$ cat src/rtl/spi_pkg.sv
// Shared SPI definitions used by spi_slave and spi_master so both ends agree on word width.
package spi_pkg;

    localparam int                        SPI_DATA_WIDTH = 8;
    localparam logic [SPI_DATA_WIDTH-1:0] SPI_DEFAULT_TX = 8'h00;

    typedef enum logic {
        IDLE   = 1'b0,
        ACTIVE = 1'b1
    } spi_slave_state_t;

endpackage

$ cat src/rtl/spi_sync_edge.sv
// Multi-flop synchroniser for one asynchronous pin, plus single-cycle rise/fall
// pulses derived from the synchronised level (pin-to-pulse latency SYNC_STAGES).
module spi_sync_edge #(
    parameter int SYNC_STAGES = 2
) (
    input  logic clk,
    input  logic reset,
    input  logic d,
    output logic rise,
    output logic fall
);

    logic [SYNC_STAGES-1:0] sync_p;
    logic                   level_s;
    logic                   level_q;

    assign level_s = sync_p[SYNC_STAGES-1];

    // Clearing to 0 means a pin already low at reset release can never produce a
    // fall pulse until it has first been seen high.
    always_ff @(posedge clk) begin
        if (reset) begin
            sync_p  <= '0;
            level_q <= 1'b0;
        end else begin
            sync_p  <= {sync_p[SYNC_STAGES-2:0], d};
            level_q <= level_s;
        end
    end

    assign rise = level_s & ~level_q;
    assign fall = ~level_s & level_q;

endmodule

$ cat src/rtl/spi_slave.sv
// SPI mode-0 responder: oversampled serial link to parallel rx/tx words.
// Define SPI_SLAVE_OVERRUN_EN to enable the sticky rx overrun flag.
module spi_slave
    import spi_pkg::*;
#(
    parameter int                    DATA_WIDTH  = SPI_DATA_WIDTH,
    parameter int                    SYNC_STAGES = 2,
    parameter logic [DATA_WIDTH-1:0] DEFAULT_TX  = SPI_DEFAULT_TX
) (
    input  logic                  clk,
    input  logic                  reset,
    input  logic                  spi_clk,
    input  logic                  cs,
    input  logic                  mosi,
    output logic                  miso,
    input  logic [DATA_WIDTH-1:0] tx_data,
    input  logic                  tx_valid,
    output logic                  tx_ready,
    output logic [DATA_WIDTH-1:0] rx_data,
    output logic                  rx_valid,
    input  logic                  rx_ready,
    output logic                  busy,
    output logic                  overrun
);

    localparam int               CNT_W    = $clog2(DATA_WIDTH);
    localparam logic [CNT_W-1:0] LAST_BIT = CNT_W'(DATA_WIDTH - 1);

    logic                   sclk_rise;
    logic                   sclk_fall;
    logic                   cs_rise;
    logic                   cs_fall;
    logic [SYNC_STAGES-1:0] mosi_p;
    logic                   mosi_s;

    spi_slave_state_t       state_q;
    spi_slave_state_t       state_d;

    logic [CNT_W-1:0]       bit_cnt;
    logic [DATA_WIDTH-2:0]  rx_shift;
    logic [DATA_WIDTH-1:0]  rx_word;
    logic [DATA_WIDTH-1:0]  tx_shift;
    logic [DATA_WIDTH-1:0]  hold;
    logic                   hold_full;
    logic [DATA_WIDTH-1:0]  tx_load_word;

    logic                   enter;
    logic                   leave;
    logic                   bit_rise;
    logic                   bit_fall;
    logic                   word_done;
    logic                   load_pt;
    logic                   tx_capture;
    logic                   rx_ack;

    spi_sync_edge #(.SYNC_STAGES(SYNC_STAGES)) u_sclk_sync (
        .clk   (clk),
        .reset (reset),
        .d     (spi_clk),
        .rise  (sclk_rise),
        .fall  (sclk_fall)
    );

    spi_sync_edge #(.SYNC_STAGES(SYNC_STAGES)) u_cs_sync (
        .clk   (clk),
        .reset (reset),
        .d     (cs),
        .rise  (cs_rise),
        .fall  (cs_fall)
    );

    // mosi only needs the level, at the same depth as the spi_clk edge pulses.
    always_ff @(posedge clk) begin
        if (reset) begin
            mosi_p <= '0;
        end else begin
            mosi_p <= {mosi_p[SYNC_STAGES-2:0], mosi};
        end
    end

    assign mosi_s = mosi_p[SYNC_STAGES-1];

    always_ff @(posedge clk) begin
        if (reset) begin
            state_q <= IDLE;
        end else begin
            state_q <= state_d;
        end
    end

    always_comb begin
        state_d = state_q;
        case (state_q)
            IDLE:    if (cs_fall) state_d = ACTIVE;
            ACTIVE:  if (cs_rise) state_d = IDLE;
            default: state_d = IDLE;
        endcase
    end

    always_comb begin
        busy = 1'b0;
        miso = 1'b0;
        if (state_q == ACTIVE) begin
            busy = 1'b1;
            miso = tx_shift[DATA_WIDTH-1];
        end
    end

    // A cs rise masks any spi_clk edge arriving in the same cycle.
    assign enter        = (state_q == IDLE) && cs_fall;
    assign leave        = (state_q == ACTIVE) && cs_rise;
    assign bit_rise     = (state_q == ACTIVE) && !cs_rise && sclk_rise;
    assign bit_fall     = (state_q == ACTIVE) && !cs_rise && sclk_fall;
    assign word_done    = bit_rise && (bit_cnt == LAST_BIT);
    assign load_pt      = enter || (bit_fall && (bit_cnt == '0));
    assign tx_capture   = tx_valid && tx_ready;
    assign rx_ack       = rx_valid && rx_ready;
    assign rx_word      = {rx_shift, mosi_s};
    assign tx_load_word = hold_full ? hold : DEFAULT_TX;
    assign tx_ready     = !hold_full;

    always_ff @(posedge clk) begin
        if (reset) begin
            bit_cnt  <= '0;
            rx_shift <= '0;
        end else if (enter || leave) begin
            bit_cnt  <= '0;
            rx_shift <= '0;
        end else if (bit_rise) begin
            rx_shift <= rx_word[DATA_WIDTH-2:0];
            bit_cnt  <= word_done ? '0 : bit_cnt + CNT_W'(1);
        end
    end

    // The load point sees hold as it was before any same-cycle capture.
    always_ff @(posedge clk) begin
        if (reset) begin
            tx_shift  <= '0;
            hold      <= '0;
            hold_full <= 1'b0;
        end else begin
            if (load_pt) begin
                tx_shift <= tx_load_word;
            end else if (bit_fall) begin
                tx_shift <= {tx_shift[DATA_WIDTH-2:0], 1'b0};
            end

            if (tx_capture) begin
                hold      <= tx_data;
                hold_full <= 1'b1;
            end else if (load_pt) begin
                hold_full <= 1'b0;
            end
        end
    end

    always_ff @(posedge clk) begin
        if (reset) begin
            rx_data  <= '0;
            rx_valid <= 1'b0;
        end else if (word_done) begin
            rx_data  <= rx_word;
            rx_valid <= 1'b1;
        end else if (rx_ack) begin
            rx_valid <= 1'b0;
        end
    end

`ifdef SPI_SLAVE_OVERRUN_EN
    logic overrun_q;

    always_ff @(posedge clk) begin
        if (reset) begin
            overrun_q <= 1'b0;
        end else if (word_done && rx_valid && !rx_ready) begin
            overrun_q <= 1'b1;
        end else if (rx_ack && !word_done) begin
            overrun_q <= 1'b0;
        end
    end

    assign overrun = overrun_q;
`else
    assign overrun = 1'b0;
`endif

endmodule

$ cat config.mk
export PLATFORM = sky130hd
export DESIGN_NAME = spi_slave
export DESIGN_NICKNAME = d
export VERILOG_FILES = /design/src/rtl/spi_pkg.sv /design/src/rtl/spi_sync_edge.sv /design/src/rtl/spi_slave.sv
export SDC_FILE = /design/constraint.sdc
export NUM_CORES = 1
export LEC_CHECK = 0
export CELL_PAD_IN_SITES_DETAIL_PLACEMENT = 0
export CELL_PAD_IN_SITES_GLOBAL_PLACEMENT = 1
export CORE_ASPECT_RATIO = 1.4
export CORE_MARGIN = 2
export CORE_UTILIZATION = 36
export CTS_CLUSTER_SIZE = 12
export DETAILED_ROUTE_END_ITERATION = 8
export GPL_TIMING_DRIVEN = 0
export HOLD_SLACK_MARGIN = 0.03
export PLACE_DENSITY = 0.75
export SETUP_SLACK_MARGIN = 0.1
export SLEW_MARGIN = 20
export SYNTH_ARGS = -nofsm -noshare
export SYNTH_HDL_FRONTEND = slang
export SYNTH_SLANG_ARGS = --single-unit
$ cat constraint.sdc
create_clock -name clk -period 1.4 [get_ports clk]
set_input_delay 0.35 -clock clk [delete_from_list [all_inputs] [get_ports clk]]
set_output_delay 0.35 -clock clk [all_outputs]
set_load 0.005 [all_outputs]
=== After elaboration in Yosys (flattened, before gate mapping) ===
Index checks and enable logic that the tools add are counted.

* Bits in registers: 45
* Bits of input ports: 15
* Output and inout bits: 13
* Word-level logic and storage cells: 55

* Add/sub/neg operators: 1
* Equality and inequality tests: 1
* Mux-type cells: 13
* Bitwise logic cells: 9
* Reduce and logical (&&, ||, !) cells: 18

{| class="wikitable"
|+ Operator list
! cell !! number
|-
| 8-bit two-way mux || 3
|-
| 1-bit logical AND || 9
|-
| 1-bit two-way mux || 8
|-
| 2-bit nonzero test || 3
|-
| 1-bit inverter || 5
|-
| 1-bit bitwise AND || 4
|-
| 3-bit by 1-bit adder with 3-bit output, second input constant || 1
|-
| 3-bit equality test, second input constant || 1
|-
| 3-bit logical NOT || 1
|-
| 3-bit two-way mux || 1
|-
| 1-bit logical NOT || 2
|-
| 1-bit logical OR || 2
|-
| 1-bit case mux with 2 select lines || 1
|-
| 2-bit OR reduction || 1
|}

=== Logic depth before layout (Yosys ltp) ===
Gate-level depths: netlist (run 1).

* Depth in word-level cells: 9
* Depth in mapped cells: 6
* Mapped depth without buffers: 6

=== Hierarchy ===
From an unflattened synthesis (run 1), not the netlist that was laid out.

* Cells, all modules: 211
* Area, all modules: 1,808.0 sq um

{| class="wikitable"
|+ Modules (own cells, without submodules)
! module !! instances !! cells an instance !! area an instance (sq um) !! sequential area each (sq um)
|-
| spi_slave || 1 || 195 || 1,625.3 || 780.7
|-
| spi_sync_edge || 2 || 8 || 91.3 || 60.1
|}

=== Worst setup path before layout (run 1) ===
Ideal clock, no wire load.

* Path kind: reg2reg
* Start: reg state_q
* End: reg tx_shift[1]
* Library setup time: 0.132 ns
* Data arrival time: 1.237 ns
* Data required time: 1.268 ns
* Slack: 0.031 ns
* Cell stages (with the launch flop): 6
* Buffers on the path: 1
* Cells stage by stage: dfxtp_1 > buf_6 > nor3b_4 > nor2_2 > a221oi_1 > nor3_1

* Cells in the longest elaborated chain, start to end: 5
* Elaborated cells between the ends (all ways): 8
* Classes of those cells: mux: 1; bitwise: 1; reduce/logical: 6

{| class="wikitable"
|+ RTL lines
! what !! RTL line !! RTL
|-
| start: declaration || spi_slave.sv:36 || <nowiki>spi_slave_state_t state_q;</nowiki>
|-
| start signal: assignment || spi_slave.sv:87 || <nowiki>state_q <= state_d;</nowiki>
|-
| 1-bit logical AND (2 in a row) || spi_slave.sv:113 || <nowiki>assign bit_fall = (state_q == ACTIVE) && !cs_rise && sclk_fall;</nowiki>
|-
| 1-bit logical AND || spi_slave.sv:115 || <nowiki>assign load_pt = enter || (bit_fall && (bit_cnt == '0));</nowiki>
|-
| 1-bit logical OR || spi_slave.sv:115 ||
|-
| 8-bit two-way mux or 2-bit nonzero test (tied branches) || -- ||
|-
| end signal: assignment || spi_slave.sv:143 || <nowiki>tx_shift <= tx_load_word;</nowiki>
|-
| end signal: assignment || spi_slave.sv:145 || <nowiki>tx_shift <= {tx_shift[DATA_WIDTH-2:0], 1'b0};</nowiki>
|-
| end: declaration || spi_slave.sv:42 || <nowiki>logic [DATA_WIDTH-1:0] tx_shift;</nowiki>
|}

Several ways; a longest one is shown, not always the timed one.
A chain may end at the register's enable or synchronous reset.

=== Final worst setup path (run 1) ===
* Start: reg state_q
* End: out miso

* Cells in the longest elaborated chain, start to end: 1

{| class="wikitable"
|+ RTL lines
! what !! RTL line !! RTL
|-
| 1-bit two-way mux || spi_slave.sv:103 || <nowiki>if (state_q == ACTIVE) begin</nowiki>
|-
| end: declaration || spi_slave.sv:15 || <nowiki>output logic miso,</nowiki>
|}

No other way between the ends.

==> results of run 1 <==
[metal layers]
layer	vias up	track usage [%]	wire length, um
met2	24	25.8	1920
met1	635	15.1	1430
li1	711	-	-
met5	-	0	0
met3	5	3.51	105
met4	0	6.06	61
[timing repair]
item / 4_1_cts / 5_1_grt
gates cloned: 1 / 0
pin swaps: 5 / 8
setup buffers: 7 / 4
hold buffers: 0 / 0
endpoints found under the setup margin: 39 / 38
endpoints found under the hold margin: 0 / 0
gates resized for setup: 50 / 18
[power by group]
part / switching [mW] / leakage [nW] / internal [mW]
Sequential: 0.0205 / 0.375 / 1.31
Combinational: 0.0962 / 0.664 / 0.102
Clock: 0.487 / 0.0447 / 0.361
Total: 0.604 / 1.08 / 1.77
[synthesized netlist by cell type, types with 2 or more instances]
| library cell | count |
|---|---|
| sky130_fd_sc_hd__dfxtp_1 | 45 |
| sky130_fd_sc_hd__nor2_1 | 25 |
| sky130_fd_sc_hd__nand2_1 | 21 |
| sky130_fd_sc_hd__mux2i_1 | 15 |
| sky130_fd_sc_hd__a21oi_1 | 14 |
| sky130_fd_sc_hd__nor2b_1 | 13 |
| sky130_fd_sc_hd__nor3_1 | 8 |
| sky130_fd_sc_hd__a221oi_1 | 7 |
| sky130_fd_sc_hd__inv_1 | 4 |
| sky130_fd_sc_hd__clkbuf_1 | 3 |
| sky130_fd_sc_hd__ha_1 | 3 |
| sky130_fd_sc_hd__buf_1 | 2 |
| sky130_fd_sc_hd__buf_2 | 2 |
| sky130_fd_sc_hd__buf_4 | 2 |
| sky130_fd_sc_hd__nand2b_1 | 2 |
| sky130_fd_sc_hd__nand3_1 | 2 |
| sky130_fd_sc_hd__or3_1 | 2 |
| sky130_fd_sc_hd__or3b_1 | 2 |
[cells in the final DEF, fill, tap and decap left out, drive strengths merged, types with 2 or more instances in the layout]
master / Yosys / routed
mux2i: 15 / 15
dfxtp: 45 / 45
a221oi: 7 / 7
ha: 3 / 3
clkdlybuf4s50: 0 / 13
nor2: 26 / 26
a21oi: 14 / 14
nand2b: 2 / 2
clkbuf: 4 / 10
nand3: 2 / 2
nand2: 21 / 21
nor2b: 13 / 13
inv: 4 / 5
or3b: 2 / 2
or3: 2 / 2
dlygate4sd2: 0 / 9
nor3: 8 / 8
buf: 7 / 21
nor3b: 2 / 2
[through the flow]
stage / worst slack, ns / util [%] / cell area [um^2]
global placement: -0.158 / 44.6 / 2130
global route: -0.121 / 51.3 / 2450
finish: -0.0761 / 51.3 / 2450
floorplan: 0.0606 / - / 1800
detailed placement: -0.169 / 44.6 / 2130
CTS: -0.0560 / 49.6 / 2370
[flip-flops by register name, indices dropped and copies added (netlist names)]
| name | cells |
|---|---|
| bit_cnt | 3 |
| u_sclk_sync.level_q | 1 |
| mosi_p | 2 |
| tx_shift | 8 |
| u_sclk_sync.sync_p | 2 |
| rx_data | 8 |
| rx_shift | 7 |
| u_cs_sync.sync_p | 2 |
| hold | 8 |
| state_q | 1 |
| rx_valid | 1 |
| hold_full | 1 |
| u_cs_sync.level_q | 1 |
[area by class of cell]
class | instances | area, um^2
Buffer | 11 | 83.8
Clock buffer | 5 | 68.8
Clock inverter | 3 | 25.0
Fill cell | 490 | 2320
Inverter | 4 | 15.0
Multi-Input combinational cell | 125 | 901
Sequential cell | 45 | 928
Tap cell | 64 | 80.1
Timing Repair Buffer | 37 | 345
[critical path, cell delays in order (launching register included)]
cell,delay (ns)
sky130_fd_sc_hd__dfxtp_2,0.33
sky130_fd_sc_hd__buf_6,0.11
sky130_fd_sc_hd__buf_4,0.13
sky130_fd_sc_hd__and2_4,0.14
sky130_fd_sc_hd__clkbuf_2,0.10
[path summary, 6_finish.rpt]
kind	to	slack, ns
setup / recovery	miso	-0.08
hold reg to reg	u_cs_sync.sync_p[1]	0.44
hold / removal	mosi_p[0]	0.44
setup reg to reg	tx_shift[1]	-0.03
[cells by family (layout without fill, tap and decap cells)]
logic type / count (synthesis) / in the layout / share of synthesized area (%)
and+or+nand+nor: 80 / 80 / 22.4
DFF: 45 / 45 / 51.6
AOI/OAI and AO/OA: 26 / 26 / 10.5
muxes: 15 / 15 / 8.60
buffers and inverters: 15 / 60 / 4.44
adders and majority gates: 3 / 3 / 2.15
other: 1 / 1 / 0.215
==> load_flow_metrics.sql, run 1 <==
INSERT INTO impl_metrics (metric_group, metric, value, unit) VALUES
('synth', 'netlist_instances', '185', ''),
('die', 'dieHeight', '86.4', 'um'),
('synth', 'ys_dominant_reg_cell', 'sky130_fd_sc_hd__dfxtp_1', ''),
('finish', 'syn_to_final_growth', '40.2', '%'),
('synth', 'share_of_async_settable_or_async_resettable_flops_after_synthesis', '0', '%'),
('detailed_routing', 'drtIter0Drc', '24', ''),
('grt', 'initial_antenna_violation_count', '0', ''),
('timing', 'rsz0062_at_grt', 'true', ''),
('clocking', 'clk_transition_reported_paths', '0.09', 'ns'),
('worst_setup_path', 'timing_worst_setup_path_type', 'flip-flop to primary output', ''),
('synth', 'synth-seq-cells', '45', ''),
('finish', 'nets', '247', ''),
('worst_setup_path', 'timing.critical_path.fanout_max', '2', ''),
('clocking', 'master_cell_of_the_clock_root_buffer', 'sky130_fd_sc_hd__clkbuf_8', ''),
('synth', 'synth_top_area_cell', 'sky130_fd_sc_hd__dfxtp_1', ''),
('min_path', 'holdCritPathClass', 'input port to flip-flop', ''),
('placed_design', 'portBuffers', '25', ''),
('synth', 'synth.top_cells.by_area', 'sky130_fd_sc_hd__dfxtp_1, sky130_fd_sc_hd__mux2i_1, sky130_fd_sc_hd__nor2_1, sky130_fd_sc_hd__nor2b_1, sky130_fd_sc_hd__nand2_1', ''),
('clocking', 'clk_latency', '0.31', 'ns'),
('worst_setup_path', 'worst-endpoint-arrival', '1.13', 'ns'),
('worst_setup_path', 'worstPathRequired', '1.05', 'ns'),
('placed_design', 'final_wtd_congestion', '0.678', ''),
('synth', 'synth_top_area_share', '51.6', '%'),
('power_and_ir_drop', 'totalPowerFinal', '2.38', 'mW'),
('worst_setup_path', 'critical_path.startpoint_type', 'flip-flop', ''),
('clocking', 'max-clock-path-buffers', '2', ''),
('finish', 'count_of_non_filler_cells_in_the_finished_layout', '294', ''),
('synth', 'synth_enable_flop_cells', '0', ''),
('power_and_ir_drop', 'p_leak', '1.08', 'nW'),
('synth', 'synth-seq-area-share', '51.6', '%'),
('detailed_routing', 'drt_wl_total', '3510', 'um'),
('timing', 'worst_slack', '-0.0761', 'ns'),
('die', 'dieArea', '5430', 'um^2'),
('status', 'violations', 'setup timing', ''),
('timing', 'finClkSkew', '0.0126', 'ns'),
('die', 'chipWidth', '62.9', 'um'),
('timing', 'period_needed', '1.48', 'ns'),
('min_path', 'worstHoldPathCells', '2', ''),
('grt', 'grt_pass1_wl', '5910', 'um'),
('detailed_routing', 'vias_per_instance', '4.68', ''),
('die', 'num_io_pins', '28', ''),
('synth', 'synth-warning-count', '0', ''),
('placed_design', 'numPlacedInstances', '274', ''),
('timing', 'finalSetupTns', '-0.171', 'ns'),
('detailed_routing', 'wire_per_inst', '12.0', 'um'),
('finish', 'layout_cell_share_with_drive_strength_beyond_1', '30.0', '%'),
('job', 'max_cap_violations', '0', ''),
('min_path', 'min_from', 'reset', ''),
('grt', 'remaining_overflow_grt', '0', ''),
('synth', 'syn_area_cell', '9.43', 'um^2'),
('synth', 'cell_area_after_synthesis', '1750', 'um^2'),
('worst_setup_path', 'crit_start', 'state_q', ''),
('timing', 'worst_max_slew_pin_slew', '0.550', 'ns'),
('power_and_ir_drop', 'peak_ir_drop_on_the_vdd_network', '613', 'uV'),
('worst_setup_path', 'regToRegStartpoint', 'state_q', ''),
('detailed_routing', 'vias', '1375', ''),
('clocking', 'clock_tree_from_tritoncts', 'built', ''),
('worst_setup_path', 'worst-r2r-cell-count', '7', ''),
('clocking', 'htreeDepth', '2', ''),
('die', 'floorplan.initialDensity', '36.6', '%'),
('timing', 'final_hold_viol_count', '0', ''),
('synth', 'synth_fp_nets', '203', ''),
('timing', 'timing.max_slew.rel_slack', '63.4', '%'),
('worst_setup_path', 'crit_path_end_kind', 'primary output', ''),
('finish', 'antennaDiodeCount', '0', ''),
('synth', 'synthDistinctLibCells', '31', ''),
('die', 'coreArea', '4770', 'um^2'),
('detailed_routing', 'detail_route.drc_violations', '0', ''),
('detailed_routing', 'ant_nets', '0', ''),
('timing', 'timing.fmax', '677', 'MHz'),
('status', 'run_status', 'finished with violations', ''),
('timing', 'final_max_slew_viol_count', '0', ''),
('timing', 'whs', '0.437', 'ns'),
('grt', 'grt_start_max_net_pins', '17', ''),
('timing', 'final.period_utilization', '105', '%'),
('die', 'fp-row-count', '30', ''),
('clocking', 'clkSinkCount', '45', ''),
('grt', 'groute.usage.overall', '14.0', '%'),
('detailed_routing', 'detailedRoute.firstPassIterationCount', '4', ''),
('power_and_ir_drop', 'pwr_dens', '971', 'nW/um^2'),
('grt', 'grt_pass1_vias', '1287', ''),
('timing', 'final-setup-viol-count', '7', ''),
('placed_design', 'place.detailed.hpwl', '2300', 'um'),
('clocking', 'cts_buffers', '5', '');
Note: power is estimated with default switching activity, not from simulation.
==> run 2, diff against run 1 <==
==> constraint.sdc (replaced) <==
create_clock -name clk -period 1.35 [get_ports clk]
set_input_delay 0.3375 -clock clk [delete_from_list [all_inputs] [get_ports clk]]
set_output_delay 0.3375 -clock clk [all_outputs]
set_load 0.005 [all_outputs]
==> load_flow_metrics.sql, run 2 (synthesized netlist as in run 1, its figures left out) <==
INSERT INTO impl_metrics (metric_group, metric, value, unit) VALUES
('status', 'run_status', 'finished with violations', ''),
('status', 'violations', 'setup timing', ''),
('die', 'floorplan.initialDensity', '36.6', '%'),
('worst_setup_path', 'critical-path-slowest-cell', 'sky130_fd_sc_hd__or3_4', ''),
('clocking', 'cts_buffers', '5', ''),
('timing', 'rsz0062_at_grt', 'true', ''),
('timing', 'worst_slack', '-0.115', 'ns'),
('detailed_routing', 'wire_per_inst', '12.4', 'um'),
('worst_setup_path', 'critical_path.startpoint_type', 'flip-flop', ''),
('placed_design', 'final_wtd_congestion', '0.654', ''),
('timing', 'timing.fmax', '683', 'MHz'),
('detailed_routing', 'ant_nets', '0', ''),
('die', 'dieArea', '5430', 'um^2'),
('min_path', 'worstHoldPathCells', '1', ''),
('worst_setup_path', 'critical-path-max-stage-delay', '0.36', 'ns'),
('power_and_ir_drop', 'swShare', '24.6', '%'),
('placed_design', 'place.detailed.hpwl', '2340', 'um'),
('detailed_routing', 'drtIter0Drc', '27', ''),
('timing', 'whs', '0.440', 'ns'),
('placed_design', 'numPlacedInstances', '274', ''),
('min_path', 'holdCritPathClass', 'flip-flop to flip-flop', ''),
('power_and_ir_drop', 'p_leak', '1.08', 'nW'),
('worst_setup_path', 'critPathTopFamily', 'buffers and inverters', ''),
('worst_setup_path', 'worst-r2r-cell-count', '8', ''),
('grt', 'grt_start_max_net_pins', '16', ''),
('worst_setup_path', 'timing_worst_setup_path_type', 'flip-flop to flip-flop', ''),
('grt', 'groute.usage.overall', '13.9', '%'),
('detailed_routing', 'vias_per_instance', '4.74', ''),
('die', 'chipWidth', '62.9', 'um'),
('timing', 'period_needed', '1.46', 'ns'),
('timing', 'worst_max_slew_pin_slew', '0.522', 'ns'),
('clocking', 'clk_latency', '0.30', 'ns'),
('finish', 'layout_cell_share_with_drive_strength_beyond_1', '37.6', '%'),
('timing', 'final.period_utilization', '109', '%'),
('clocking', 'clock_tree_from_tritoncts', 'built', ''),
('worst_setup_path', 'timing.critical_path.fanout_max', '6', ''),
('finish', 'syn_to_final_growth', '49.2', '%'),
('timing', 'finClkSkew', '0.00709', 'ns'),
('power_and_ir_drop', 'clockPowerShare', '34.1', '%'),
('grt', 'grt_pass1_vias', '1349', ''),
('power_and_ir_drop', 'pwr_dens', '940', 'nW/um^2'),
('power_and_ir_drop', 'net-switching-power', '602', 'uW'),
('clocking', 'htreeDepth', '2', ''),
('clocking', 'master_cell_of_the_clock_root_buffer', 'sky130_fd_sc_hd__clkbuf_8', ''),
('detailed_routing', 'vias', '1412', ''),
('finish', 'layout_fillers', '463', ''),
('worst_setup_path', 'crit_path_end_kind', 'flip-flop', ''),
('worst_setup_path', 'count_of_cell_instances_traversed_by_the_critical_path', '8', ''),
('timing', 'final-setup-viol-count', '28', ''),
('job', 'max_cap_violations', '0', ''),
('detailed_routing', 'detail_route.drc_violations', '0', ''),
('worst_setup_path', 'crit_buf_inv', '5', ''),
('die', 'coreArea', '4770', 'um^2'),
('die', 'fp-row-count', '30', ''),
('detailed_routing', 'drt_wl_total', '3700', 'um'),
('grt', 'remaining_overflow_grt', '0', ''),
('finish', 'mostFrequentLayoutCells', 'sky130_fd_sc_hd__dfxtp_1, sky130_fd_sc_hd__nand2_1, sky130_fd_sc_hd__nor2_1', ''),
('finish', 'largest_registers', 'hold (8), rx_data (8), tx_shift (8)', ''),
('clocking', 'clk_transition_reported_paths', '0.08', 'ns'),
('timing', 'final_hold_viol_count', '0', ''),
('worst_setup_path', 'worst-endpoint-arrival', '1.70', 'ns'),
('finish', 'layout_commonest_cell', 'sky130_fd_sc_hd__dfxtp_1', ''),
('detailed_routing', 'detailedRoute.firstPassIterationCount', '4', ''),
('timing', 'final_max_slew_viol_count', '0', ''),
('clocking', 'max-clock-path-buffers', '2', ''),
('finish', 'nets', '251', ''),
('die', 'num_io_pins', '28', ''),
('power_and_ir_drop', 'p_comb_share', '9.4', '%'),
('grt', 'grt_pass1_wl', '5980', 'um'),
('finish', 'count_of_non_filler_cells_in_the_finished_layout', '298', ''),
('power_and_ir_drop', 'sequentialPowerShare', '56.4', '%'),
('clocking', 'clkSinkCount', '45', ''),
('finish', 'antennaDiodeCount', '0', ''),
('worst_setup_path', 'crit_path_cell_trace', 'buf_6 > buf_8 > buf_4 > inv_2 > nor2_1 > or3_4 > clkbuf_16 > a21oi_2', ''),
('placed_design', 'portBuffers', '25', ''),
('power_and_ir_drop', 'peak_ir_drop_on_the_vdd_network', '681', 'uV'),
('power_and_ir_drop', 'cellInternalPower', '1.85', 'mW'),
('die', 'dieHeight', '86.4', 'um'),
('worst_setup_path', 'worstPathRequired', '1.58', 'ns'),
('timing', 'timing.max_slew.rel_slack', '65.2', '%'),
('finish', 'utilization', '54.6', '%'),
('grt', 'initial_antenna_violation_count', '0', '');
-- run 2: cell count changes in the layout (fill, tap and decap cells not counted), sizes merged --
cell	before	now
dlygate4sd2	9	1
clkdlybuf4s15	0	8
buf	21	25
-- run 2: layout make-up --
class	instances	area, um^2	share of cell area, %
timing repair buffer	41	418	16.0
sequential	45	926	35.5
clock inverter	3	21.3	0.817
buffer	11	87.6	3.36
tap	64	80.1	3.07
multi-input combinational	125	986	37.8
clock buffer	5	68.8	2.64
inverter	4	17.5	0.672
-- run 2: per-stage QoR --
| step | area (um^2) | setup slack (ns) | power (mW) | setup TNS, ns |
|---|---|---|---|---|
| 6_report | 2610 | -0.115 | 2.45 | -1.90 |
| 3_3_place_gp | 2160 | -0.186 | 1.60 | -3.17 |
| 3_5_place_dp | 2160 | -0.222 | 1.60 | -3.57 |
| 4_1_cts | 2370 | -0.0846 | 2.46 | -1.49 |
| 5_1_grt | 2610 | -0.209 | 2.59 | -3.55 |
| 2_1_floorplan | 1830 | 0.0106 | 1.52 | 0 |
-- run 2: worst paths after layout --
path / from / slack, ns / end
min reg2reg: u_sclk_sync.sync_p[0] / 0.44 / u_sclk_sync.sync_p[1]
max: state_q / -0.11 / bit_cnt[0]
max reg2reg: state_q / -0.11 / bit_cnt[0]
min: u_sclk_sync.sync_p[0] / 0.44 / u_sclk_sync.sync_p[1]
-- run 2: layer usage --
layer / vias to the layer above / GRT usage [%] / wire length, um
met5: - / 0 / 0
li1: 721 / - / -
met1: 650 / 15.0 / 1490
met3: 9 / 4.03 / 126
met4: 0 / 4.85 / 70
met2: 32 / 25.7 / 2020
-- run 2: worst reg2reg max path: cells and delay by family (launching register included) --
family | cells | cell delay [ns]
buffers and inverters | 5 | 0.58
AND/OR/NAND/NOR | 2 | 0.40
flip-flops | 1 | 0.33
AO/OA/AOI/OAI | 1 | 0.09
-- run 2: what timing repair did --
item                       in CTS  in global routing
pin swaps                       8                 15
buffers inserted                6                  7
resized for setup              48                 46
hold buffers                    0                  0
gates cloned                    1                  2
setup endpoints to repair      40                 38
-- run 2: power by group through the flow --
stage               combinational [mW]  sequential, mW  clock [mW]
global placement                 0.178            1.42           0
finish                           0.231            1.38       0.836
CTS                              0.199            1.38       0.875
global route                     0.256            1.39       0.946
floorplan                        0.109            1.41           0
detailed placement               0.179            1.42           0
